`src/rtl/ma_pkg.sv`:
```
// Shared encodings and lane helpers for the SimpleRisc memory-access stage.
// The helpers are pure functions so the cache path can reuse them unchanged.
package ma_pkg;

    localparam logic [1:0] SZ_BYTE = 2'd0;
    localparam logic [1:0] SZ_HALF = 2'd1;
    localparam logic [1:0] SZ_WORD = 2'd2;

    typedef enum logic [1:0] {
        ST_IDLE = 2'd0,
        ST_REQ  = 2'd1,
        ST_RESP = 2'd2,
        ST_OUT  = 2'd3
    } ma_state_e;

    // Encoding 3 is an alias for a word access.
    function automatic logic [1:0] f_norm_size(input logic [1:0] size);
        return (size == 2'd3) ? SZ_WORD : size;
    endfunction

    function automatic logic f_misaligned(input logic [1:0] size, input logic [1:0] addr_lo);
        logic mis;
        mis = 1'b0;
        case (size)
            SZ_HALF: mis = addr_lo[0];
            SZ_WORD: mis = (addr_lo != 2'b00);
            default: mis = 1'b0;
        endcase
        return mis;
    endfunction

    function automatic logic [3:0] f_byte_en(input logic [1:0] size, input logic [1:0] addr_lo);
        logic [3:0] be;
        be = 4'b1111;
        case (size)
            SZ_BYTE: be = 4'b0001 << addr_lo;
            SZ_HALF: be = addr_lo[1] ? 4'b1100 : 4'b0011;
            default: be = 4'b1111;
        endcase
        return be;
    endfunction

    function automatic logic [31:0] f_store_data(input logic [1:0] size, input logic [31:0] op2);
        logic [31:0] wd;
        wd = op2;
        case (size)
            SZ_BYTE: wd = {4{op2[7:0]}};
            SZ_HALF: wd = {2{op2[15:0]}};
            default: wd = op2;
        endcase
        return wd;
    endfunction

    function automatic logic [31:0] f_load_extract(input logic [31:0] rdata,
                                                   input logic [1:0]  addr_lo,
                                                   input logic [1:0]  size,
                                                   input logic        sgn);
        logic [7:0]  b;
        logic [15:0] h;
        logic [31:0] res;
        b   = rdata[{addr_lo, 3'b000} +: 8];
        h   = addr_lo[1] ? rdata[31:16] : rdata[15:0];
        res = rdata;
        case (size)
            SZ_BYTE: res = {{24{sgn & b[7]}}, b};
            SZ_HALF: res = {{16{sgn & h[15]}}, h};
            default: res = rdata;
        endcase
        return res;
    endfunction

endpackage

```
`src/rtl/ma_load_align.sv`:
```
// Combinational load-lane selector: picks the addressed byte/half/word from a
// 32-bit read beat and zero- or sign-extends it.
module ma_load_align
    import ma_pkg::*;
(
    input  logic [31:0] i_rdata,
    input  logic [1:0]  i_addr_lo,
    input  logic [1:0]  i_size,
    input  logic        i_signed,
    output logic [31:0] o_result
);

    assign o_result = f_load_extract(i_rdata, i_addr_lo, i_size, i_signed);

endmodule

```
`src/rtl/mem_access_unit.sv`:
```
// Registered memory-access stage between execute and writeback: issues aligned
// data-memory requests, aligns load data, flags misalignment and load timeouts.
module mem_access_unit
    import ma_pkg::*;
#(
    parameter int ADDR_W      = 32,
    parameter int RD_W        = 4,
    parameter int TIMEOUT_CYC = 16
)
(
    input  logic              clk,
    input  logic              rst,
    input  logic              ex_valid,
    output logic              ex_ready,
    input  logic [31:0]       ex_alu_result,
    input  logic [31:0]       ex_op2,
    input  logic              ex_is_ld,
    input  logic              ex_is_st,
    input  logic [1:0]        ex_size,
    input  logic              ex_signed,
    input  logic [RD_W-1:0]   ex_rd,
    output logic              mem_req,
    input  logic              mem_ready,
    output logic              mem_we,
    output logic [ADDR_W-1:0] mem_addr,
    output logic [31:0]       mem_wdata,
    output logic [3:0]        mem_be,
    input  logic              mem_rvalid,
    input  logic [31:0]       mem_rdata,
    output logic              wb_valid,
    input  logic              wb_ready,
    output logic [31:0]       wb_result,
    output logic [RD_W-1:0]   wb_rd,
    output logic              wb_we,
    output logic              wb_err,
    output ma_state_e         dbg_state
);

    localparam int CNT_W = $clog2(TIMEOUT_CYC + 1);

    // Handshakes: a transfer happens on a rising edge where valid and ready are
    // both high; a producer holding valid keeps its payload stable until then.

    ma_state_e        r_state;
    logic [CNT_W-1:0] r_cnt;
    logic [31:0]      r_alu;
    logic [1:0]       r_size;
    logic             r_signed;

    logic        w_accept;
    logic        w_is_ld;
    logic        w_is_st;
    logic        w_is_mem;
    logic        w_mis;
    logic [1:0]  w_size;
    logic [1:0]  w_addr_lo;
    logic [31:0] w_load_data;

    // wb_valid is high exactly in OUT, so the stage may refill as it drains.
    assign ex_ready  = (r_state == ST_IDLE) || ((r_state == ST_OUT) && wb_ready);
    assign w_accept  = ex_valid && ex_ready;
    assign w_size    = f_norm_size(ex_size);
    assign w_addr_lo = ex_alu_result[1:0];
    assign w_is_ld   = ex_is_ld;
    assign w_is_st   = ex_is_st && !ex_is_ld;
    assign w_is_mem  = w_is_ld || w_is_st;
    assign w_mis     = w_is_mem && f_misaligned(w_size, w_addr_lo);
    assign dbg_state = r_state;

    ma_load_align u_load_align (
        .i_rdata   (mem_rdata),
        .i_addr_lo (r_alu[1:0]),
        .i_size    (r_size),
        .i_signed  (r_signed),
        .o_result  (w_load_data)
    );

    always_ff @(posedge clk or posedge rst) begin
        if (rst) begin
            r_state   <= ST_IDLE;
            r_cnt     <= '0;
            r_alu     <= '0;
            r_size    <= SZ_BYTE;
            r_signed  <= 1'b0;
            mem_req   <= 1'b0;
            mem_we    <= 1'b0;
            mem_addr  <= '0;
            mem_wdata <= '0;
            mem_be    <= '0;
            wb_valid  <= 1'b0;
            wb_result <= '0;
            wb_rd     <= '0;
            wb_we     <= 1'b0;
            wb_err    <= 1'b0;
        end else begin
            case (r_state)
                ST_IDLE, ST_OUT: begin
                    if (w_accept) begin
                        r_alu    <= ex_alu_result;
                        r_size   <= w_size;
                        r_signed <= ex_signed;
                        wb_rd    <= ex_rd;
                        if (!w_is_mem || w_mis) begin
                            r_state   <= ST_OUT;
                            wb_valid  <= 1'b1;
                            wb_result <= ex_alu_result;
                            wb_we     <= !w_mis;
                            wb_err    <= w_mis;
                        end else begin
                            r_state   <= ST_REQ;
                            wb_valid  <= 1'b0;
                            mem_req   <= 1'b1;
                            mem_we    <= w_is_st;
                            mem_addr  <= {ex_alu_result[ADDR_W-1:2], 2'b00};
                            mem_wdata <= w_is_st ? f_store_data(w_size, ex_op2) : 32'h0;
                            mem_be    <= f_byte_en(w_size, w_addr_lo);
                        end
                    end else if ((r_state == ST_OUT) && wb_ready) begin
                        r_state  <= ST_IDLE;
                        wb_valid <= 1'b0;
                    end
                end
                ST_REQ: begin
                    if (mem_ready) begin
                        mem_req <= 1'b0;
                        mem_we  <= 1'b0;
                        if (mem_we) begin
                            r_state   <= ST_OUT;
                            wb_valid  <= 1'b1;
                            wb_result <= r_alu;
                            wb_we     <= 1'b0;
                            wb_err    <= 1'b0;
                        end else begin
                            r_state <= ST_RESP;
                            r_cnt   <= CNT_W'(TIMEOUT_CYC);
                        end
                    end
                end
                ST_RESP: begin
                    // Data arriving in the final counted cycle beats the timeout.
                    if (mem_rvalid) begin
                        r_state   <= ST_OUT;
                        r_cnt     <= '0;
                        wb_valid  <= 1'b1;
                        wb_result <= w_load_data;
                        wb_we     <= 1'b1;
                        wb_err    <= 1'b0;
                    end else if (r_cnt <= CNT_W'(1)) begin
                        r_state   <= ST_OUT;
                        r_cnt     <= '0;
                        wb_valid  <= 1'b1;
                        wb_result <= '0;
                        wb_we     <= 1'b0;
                        wb_err    <= 1'b1;
                    end else begin
                        r_cnt <= r_cnt - CNT_W'(1);
                    end
                end
                default: r_state <= ST_IDLE;
            endcase
        end
    end

endmodule

```
`config.mk`:
```
export PLATFORM = sky130hd
export DESIGN_NAME = mem_access_unit
export DESIGN_NICKNAME = d
export VERILOG_FILES = /design/src/rtl/ma_pkg.sv /design/src/rtl/ma_load_align.sv /design/src/rtl/mem_access_unit.sv
export SDC_FILE = /design/constraint.sdc
export NUM_CORES = 1
export LEC_CHECK = 0
export CORE_ASPECT_RATIO = 0.9
export CORE_MARGIN = 1.5
export CORE_UTILIZATION = 48
export DETAILED_ROUTE_END_ITERATION = 8
export GPL_TIMING_DRIVEN = 0
export MAX_ROUTING_LAYER = met4
export PLACE_DENSITY_LB_ADDON = 0.25
export SYNTH_ARGS = -nofsm -noshare
export SYNTH_HDL_FRONTEND = slang
export SYNTH_SLANG_ARGS = --single-unit
```
`constraint.sdc`:
```
create_clock -name clk -period 5.15 [get_ports clk]
set_clock_uncertainty 0.2 [all_clocks]
set_input_delay 0.515 -clock clk [delete_from_list [all_inputs] [get_ports clk]]
set_output_delay 0.515 -clock clk [all_outputs]
set_load 0.005 [all_outputs]
```
==> results.sh, run 1 <==
export IMPL_status="completed"
export IMPL_p_clk_share_pct=19.4
export IMPL_yosysTopAreaCellShare_pct=48.07
export IMPL_clk_insertion_delay_late_ns=0.43
export IMPL_grt_overflow_total=0
export IMPL_synth_edf_count=0
export IMPL_diodes=0
export IMPL_yosysUniqueCellTypes=64
export IMPL_first_pass_iters=7
export IMPL_die_area_sq_um=16930
export IMPL_area_growth_pct=39.73
export IMPL_rrSetupSlack_ns=2.15
export IMPL_min_period_over_period_pct=58.23
export IMPL_fmax_ghz=0.3335
export IMPL_path_cells="inv_1 -> ha_1 -> clkbuf_1 -> clkbuf_1 -> nand3_1 -> a221oi_1 -> a221oi_1 -> mux2i_1"
export IMPL_cts_tree="built"
export IMPL_hold_path_class="flip-flop to flip-flop"
export IMPL_h_tree_depth=4
export IMPL_avgSynthCellArea_sq_um=10.67
export IMPL_drt_iter0_markers=681
export IMPL_portBuffers=219
export IMPL_die_x_um=137.0
export IMPL_r2r_end="wb_result[2]$_DFFE_PP0P_"
export IMPL_synthArstFlopShare_pct=100.0
export IMPL_startpoint="dbg_state[1]$_DFFE_PP0P_"
export IMPL_hold_ws_ns=0.2854
export IMPL_hold_buffers=0
export IMPL_finalPower_uw=6531
export IMPL_cap_violations=0
export IMPL_drive_gt1_share_pct=13.27
export IMPL_synth_area_leaders="dfrtp_1 (48%), mux2_2 (10%), mux2i_1 (6.8%)"
export IMPL_worstReg2RegStart="dbg_state[1]$_DFFE_PP0P_"
export IMPL_grt_setup_unrepaired="no"
export IMPL_ys_seq_elements=149
export IMPL_critPathMaxFanout=10
export IMPL_reg2reg_depth=8
export IMPL_antenna_found_initial=0
export IMPL_tns_ns=0
export IMPL_netlist_instances=727
export IMPL_max_stage_delay_ns=0.43
export IMPL_clkTransAtPathRegs_ns=0.06
export IMPL_p_sw_uw=2370
export IMPL_cts_buffers=17
export IMPL_relSlewSlack_pct=51.01
export IMPL_placed_area_sq_um=10240
export IMPL_yosysSeqAreaShare_pct=48.07
export IMPL_initial_core_util_pct=49.71
export IMPL_worst_slew_pin_slew_ns=0.7348
export IMPL_crit_path_end="wb_result[2]$_DFFE_PP0P_"
export IMPL_final_instance_count_excl_fill=1182
export IMPL_finalHoldViolCount=0
export IMPL_intPower_uw=4160
export IMPL_grt_max_degree=82
export IMPL_clock_path_buffers=2
export IMPL_cp_end_kind="flip-flop"
export IMPL_ys_flop_type="dfrtp_1"
export IMPL_cp_arrival_ns=3.15
export IMPL_cts_sinks=149
export IMPL_vdd_drop_max_v=0.0004044
export IMPL_leakage_uw=0.004706
export IMPL_clockRootBuffer="clkbuf_16"
export IMPL_critPathKind="flip-flop to flip-flop"
export IMPL_grt_pass1_vias=6715
export IMPL_wl_per_cell_um=20.38
export IMPL_num_rows=43
export IMPL_track_usage_pct=30.15
export IMPL_num_vias=6904
export IMPL_drc_errors=0
export IMPL_io_pins=223
export IMPL_power_switching_share_pct=36.29
export IMPL_place_gp_congestion=0.9000
export IMPL_combPwrFrac_pct=49.9
export IMPL_drt_total_wl_mm=24.09
export IMPL_setup_viol=0
export IMPL_nNetsFinal=1084
export IMPL_power_density_nw_per_um2=602.6
export IMPL_period_minus_slack_ns=2.999
export IMPL_pwr_share_seq_pct=30.8
export IMPL_core_sq_um=15600
export IMPL_ctsResizeCount=0
export IMPL_syn_area_sq_um=7756
export IMPL_die_h_um=123.6
export IMPL_final_max_slew_viol_count=0
export IMPL_yosys_warnings=0
export IMPL_via_per_inst=5.841
export IMPL_synth_area_leader_cell="dfrtp_1"
export IMPL_cp_start_kind="flip-flop"
export IMPL_cp_slowest_cell="dfrtp_1"
export IMPL_grt_pass1_wl_mm=36.90
export IMPL_ant_nets=0
export IMPL_post_cts_repair_setup_buffers=0
export IMPL_worstPathRequired_ns=5.30
export IMPL_hpwlAfterDp_mm=17.88
export IMPL_dpl_cell_count=1150
export IMPL_final_area_sq_um=10840
==> worst min-delay path by stage <==
stage | startpoint | to | slack (ns) | cells after the start
after CTS | r_alu[10]$_DFFE_PP0P_ | r_alu[10]$_DFFE_PP0P_ | 0.29 | 2
after floorplan | r_alu[10]$_DFFE_PP0P_ | r_alu[10]$_DFFE_PP0P_ | 0.25 | 2
after detailed placement | r_alu[10]$_DFFE_PP0P_ | r_alu[10]$_DFFE_PP0P_ | 0.27 | 2
after global routing | r_alu[20]$_DFFE_PP0P_ | r_alu[20]$_DFFE_PP0P_ | 0.32 | 1
final | r_alu[11]$_DFFE_PP0P_ | r_alu[11]$_DFFE_PP0P_ | 0.29 | 2
after global placement | r_alu[8]$_DFFE_PP0P_ | r_alu[8]$_DFFE_PP0P_ | 0.26 | 2
==> layout make-up <==
type / instances / area (sq um)
tap: 202 / 252.7
clock buffer: 19 / 452.9
multi-input combinational: 468 / 3540
sequential: 149 / 3729
buffer: 61 / 304.0
inverter: 50 / 192.7
clock inverter: 13 / 147.6
fill: 1213 / 4765
timing repair buffer: 220 / 2220
==> kinds of logic (layout without fill, tap and decap cells) <==
kind of cell               after synthesis  in the layout  synth area share [%]
AOI/OAI and AO/OA                      218            218                 19.13
adders and majority gates                6              6                0.9679
buffers and inverters                  111            363                 6.340
DFF                                    149            149                 48.07
muxes                                  124            124                 17.15
other                                    1              2               0.04835
and+or+nand+nor                        118            118                 8.292
==> metrics by stage <==
step,worst slack (ns),util (%)
5_1_grt,1.954,69.46
2_1_floorplan,0.4270,-
6_report,2.151,69.46
3_3_place_gp,-1.741,65.41
4_1_cts,2.197,69.46
3_5_place_dp,2.049,65.61
==> power groups by stage <==
stage                     logic (uW)  clock network [uW]  registers (uW)
after floorplan                 1820                   0            1990
after global placement          3160                   0            1990
after detailed placement        3220                   0            2010
after CTS                       3240                1280            2000
after global routing            3540                1320            2070
final                           3260                1270            2010
==> cell usage in the layout (no fill, tap or decap), types with 7 or more instances in the layout <==
master / synthesis / final
clkdlybuf4s50_1: 0 / 219
dfrtp_1: 149 / 149
o21ai_0: 76 / 76
mux2_2: 69 / 69
mux2i_1: 53 / 53
inv_1: 49 / 48
clkbuf_1: 39 / 39
a21oi_1: 34 / 34
o31ai_1: 28 / 28
and3_1: 26 / 26
nand2_1: 25 / 25
nor2_1: 21 / 21
clkbuf_16: 0 / 17
a221o_1: 16 / 16
a221oi_1: 11 / 11
nand3_1: 10 / 10
o221ai_1: 8 / 8
buf_6: 7 / 7
nand2b_1: 7 / 7
a2111oi_0: 7 / 7
a2bb2oi_1: 7 / 7
==> critical path, delay by kind of cell (launching register included) <==
family                     cells  cell delay [ns]
AOI/OAI and AO/OA              2             0.48
adders and majority gates      1             0.36
buffers and inverters          3             0.92
DFF                            1             0.43
muxes                          1             0.18
and+or+nand+nor                1             0.35
==> cell usage after synthesis, types with 6 or more instances <==
library cell and count:
nand2b_1 7, and3_1 26, nor2b_1 6, nor2_1 21, a2bb2oi_1 7, mux2_2 69, buf_6 7, mux2i_1 53
dfrtp_1 149, clkbuf_1 39, inv_1 49, a221oi_1 11, a21oi_1 34, a2111oi_0 7, nand2_1 25, nor3b_1 6
nand3_1 10, o221ai_1 8, o21ai_0 76, ha_1 6, a221o_1 16, o31ai_1 28
==> flip-flops by register name, summed over array words and instances (netlist names), 4 cells and up <==
register,cells
r_alu,32
mem_addr,30
mem_be,4
r_cnt,5
mem_wdata,32
wb_rd,4
wb_result,32
==> metal layers <==
layer	vias up	GRT usage [%]	wire length [um]
met5	-	-	0
met4	0	9.408	493
met3	44	6.716	1730
met2	287	44.54	10940
met1	3428	41.70	10930
li1	3145	-	-
(Power assumes the default switching activity.)
==> run 2: changes to the inputs <==
- CORE_UTILIZATION: 48 -> 44
- clock period: 5.15 -> 2.7 ns (I/O delays scaled with it)
==> run 2 against run 1 <==
- cell area rose by 1.1%
- via count shrank 0.54%
- register-to-register slack got worse by 2.1 ns
- clock power is 83% higher
- cell count grew 3.3%
- total power is 93% higher
- sequential cell count unchanged
- sequential share of layout area is 0.39 points lower
- fmax up 15%
- highest routed layer unchanged
==> results.sh, run 2 (synthesized netlist as in run 1, its figures left out) <==
export IMPL_status="completed"
export IMPL_cp_arrival_ns=2.69
export IMPL_cp_slowest_cell="dfrtp_1"
export IMPL_num_vias=6867
export IMPL_io_pins=223
export IMPL_grt_pass1_vias=6576
export IMPL_hold_path_class="primary input to asynchronous set/reset pin"
export IMPL_nNetsFinal=1090
export IMPL_hold_buffers=0
export IMPL_first_pass_iters=5
export IMPL_num_rows=45
export IMPL_grt_overflow_total=0
export IMPL_setup_viol=0
export IMPL_cp_end_kind="flip-flop"
export IMPL_cts_tree="built"
export IMPL_cpLargestDelayFamily="compound AO/OA/AOI/OAI gates"
export IMPL_clk_insertion_delay_late_ns=0.42
export IMPL_layout_setup_ws_ns=0.09401
export IMPL_worstReg2RegStart="dbg_state[0]$_DFFE_PP0P_"
export IMPL_crit_cells=7
export IMPL_clockRootBuffer="clkbuf_16"
export IMPL_drt_iter0_markers=630
export IMPL_fmax_ghz=0.3837
export IMPL_drt_total_wl_mm=24.34
export IMPL_period_minus_slack_ns=2.606
export IMPL_die_h_um=129.0
export IMPL_crit_buf_inv=3
export IMPL_critPathKind="flip-flop to flip-flop"
export IMPL_place_gp_congestion=0.9047
export IMPL_cts_sinks=149
export IMPL_via_per_inst=5.624
export IMPL_portBuffers=219
export IMPL_critPathMaxFanout=10
export IMPL_drc_errors=0
export IMPL_worst_slew_pin_slew_ns=0.7699
export IMPL_dp_slack_ns=-0.3656
export IMPL_tns_ns=0
export IMPL_wl_per_cell_um=19.93
export IMPL_cts_buffers=17
export IMPL_grt_setup_unrepaired="yes"
export IMPL_final_max_slew_viol_count=0
export IMPL_hold_ws_ns=0.1368
export IMPL_antenna_found_initial=0
export IMPL_cap_violations=0
export IMPL_power_density_nw_per_um2=1148
export IMPL_max_stage_delay_ns=0.43
export IMPL_seq_area_sq_um=3729
export IMPL_area_growth_pct=41.33
export IMPL_die_x_um=143.0
export IMPL_layout_commonest_cell="clkdlybuf4s50_1"
export IMPL_clock_path_buffers=2
export IMPL_dpl_cell_count=1185
export IMPL_grt_pass1_wl_mm=37.68
export IMPL_vdd_drop_max_v=0.0006712
export IMPL_hpwlAfterDp_mm=18.33
export IMPL_grt_max_degree=41
export IMPL_r2r_end="wb_result[14]$_DFFE_PP0P_"
export IMPL_diodes=0
export IMPL_die_area_sq_um=18430
export IMPL_rrSetupSlack_ns=0.09
export IMPL_min_period_over_period_pct=96.52
export IMPL_finalHoldViolCount=0
export IMPL_initial_core_util_pct=45.46
export IMPL_h_tree_depth=4
export IMPL_reg2reg_depth=7
export IMPL_leakage_uw=0.004756
export IMPL_final_cell_mix="clkdlybuf4s50_1 (219), dfrtp_1 (149), o21ai_0 (76)"
export IMPL_final_instance_count_excl_fill=1221
export IMPL_drive_gt1_share_pct=15.31
export IMPL_ant_nets=0
export IMPL_clkTransAtPathRegs_ns=0.06
export IMPL_multi_input_area_sq_um=3567
export IMPL_core_sq_um=17060
export IMPL_fill_cells=1398
export IMPL_worstPathRequired_ns=2.79
export IMPL_path_cells="inv_1 -> ha_1 -> clkbuf_2 -> clkbuf_1 -> o21ai_0 -> a2111oi_0 -> a2bb2oi_1"
export IMPL_track_usage_pct=27.95
export IMPL_relSlewSlack_pct=48.57
export IMPL_top_regs="mem_wdata x32, r_alu x32, wb_result x32"
export IMPL_cp_start_kind="flip-flop"
[run 2: how the worst max path moves through the flow]
stage                                  start                   endpoint  slack, ns
CTS                 dbg_state[1]$_DFFE_PP0P_  wb_result[13]$_DFFE_PP0P_       0.02
finish              dbg_state[0]$_DFFE_PP0P_  wb_result[14]$_DFFE_PP0P_       0.09
global placement                         rst    mem_addr[4]$_DFFE_PP0P_      -1.02
global route        dbg_state[0]$_DFFE_PP0P_  mem_wdata[18]$_DFFE_PP0P_      -0.04
detailed placement  dbg_state[0]$_DFFE_PP0P_   wb_result[4]$_DFFE_PP0P_      -0.37
floorplan                                rst   dbg_state[0]$_DFFE_PP0P_       0.36
[run 2: metal layers]
metal | vias to the layer above | track usage, % | share of wire [%]
li1 | 3152 | - | -
met1 | 3415 | 39.06 | 45
met2 | 282 | 42.14 | 47
met3 | 18 | 4.764 | 6.6
met4 | 0 | 7.338 | 1.3
met5 | - | - | 0
[run 2: area by class of cell]
cell class | instances | area share, %
multi-input combinational | 468 | 32.54
timing repair buffer | 227 | 20.89
tap | 235 | 2.682
buffer | 60 | 2.876
inverter | 50 | 1.746
clock inverter | 13 | 1.210
clock buffer | 19 | 4.041
sequential | 149 | 34.01
[run 2: worst register-to-register path: cells and delay by family (launching register included)]
kind                       cells  cell delay [ns]
AOI/OAI and AO/OA              3             0.74
buffers and inverters          3             0.73
DFF                            1             0.43
adders and majority gates      1             0.39
[run 2: timing repair]
item	in CTS	in global routing
buffers inserted	0	5
resized for setup	7	21
pin swaps	0	1
endpoints found under the setup margin	46	45
[run 2: where the power goes]
group | switching, uW | internal (uW)
Combinational | 3030 | 3400
Clock | 947 | 1380
Sequential | 564 | 3260
[run 2: stage by stage]
step / utilization [%] / area [sq um] / total power, uW
final: 64.25 / 10960 / 12590
after global routing: 64.25 / 10960 / 13370
after CTS: 63.90 / 10900 / 12400
after detailed placement: 60.43 / 10310 / 10020
after global placement: 60.08 / 10250 / 9896
after floorplan: - / 7764 / 7279
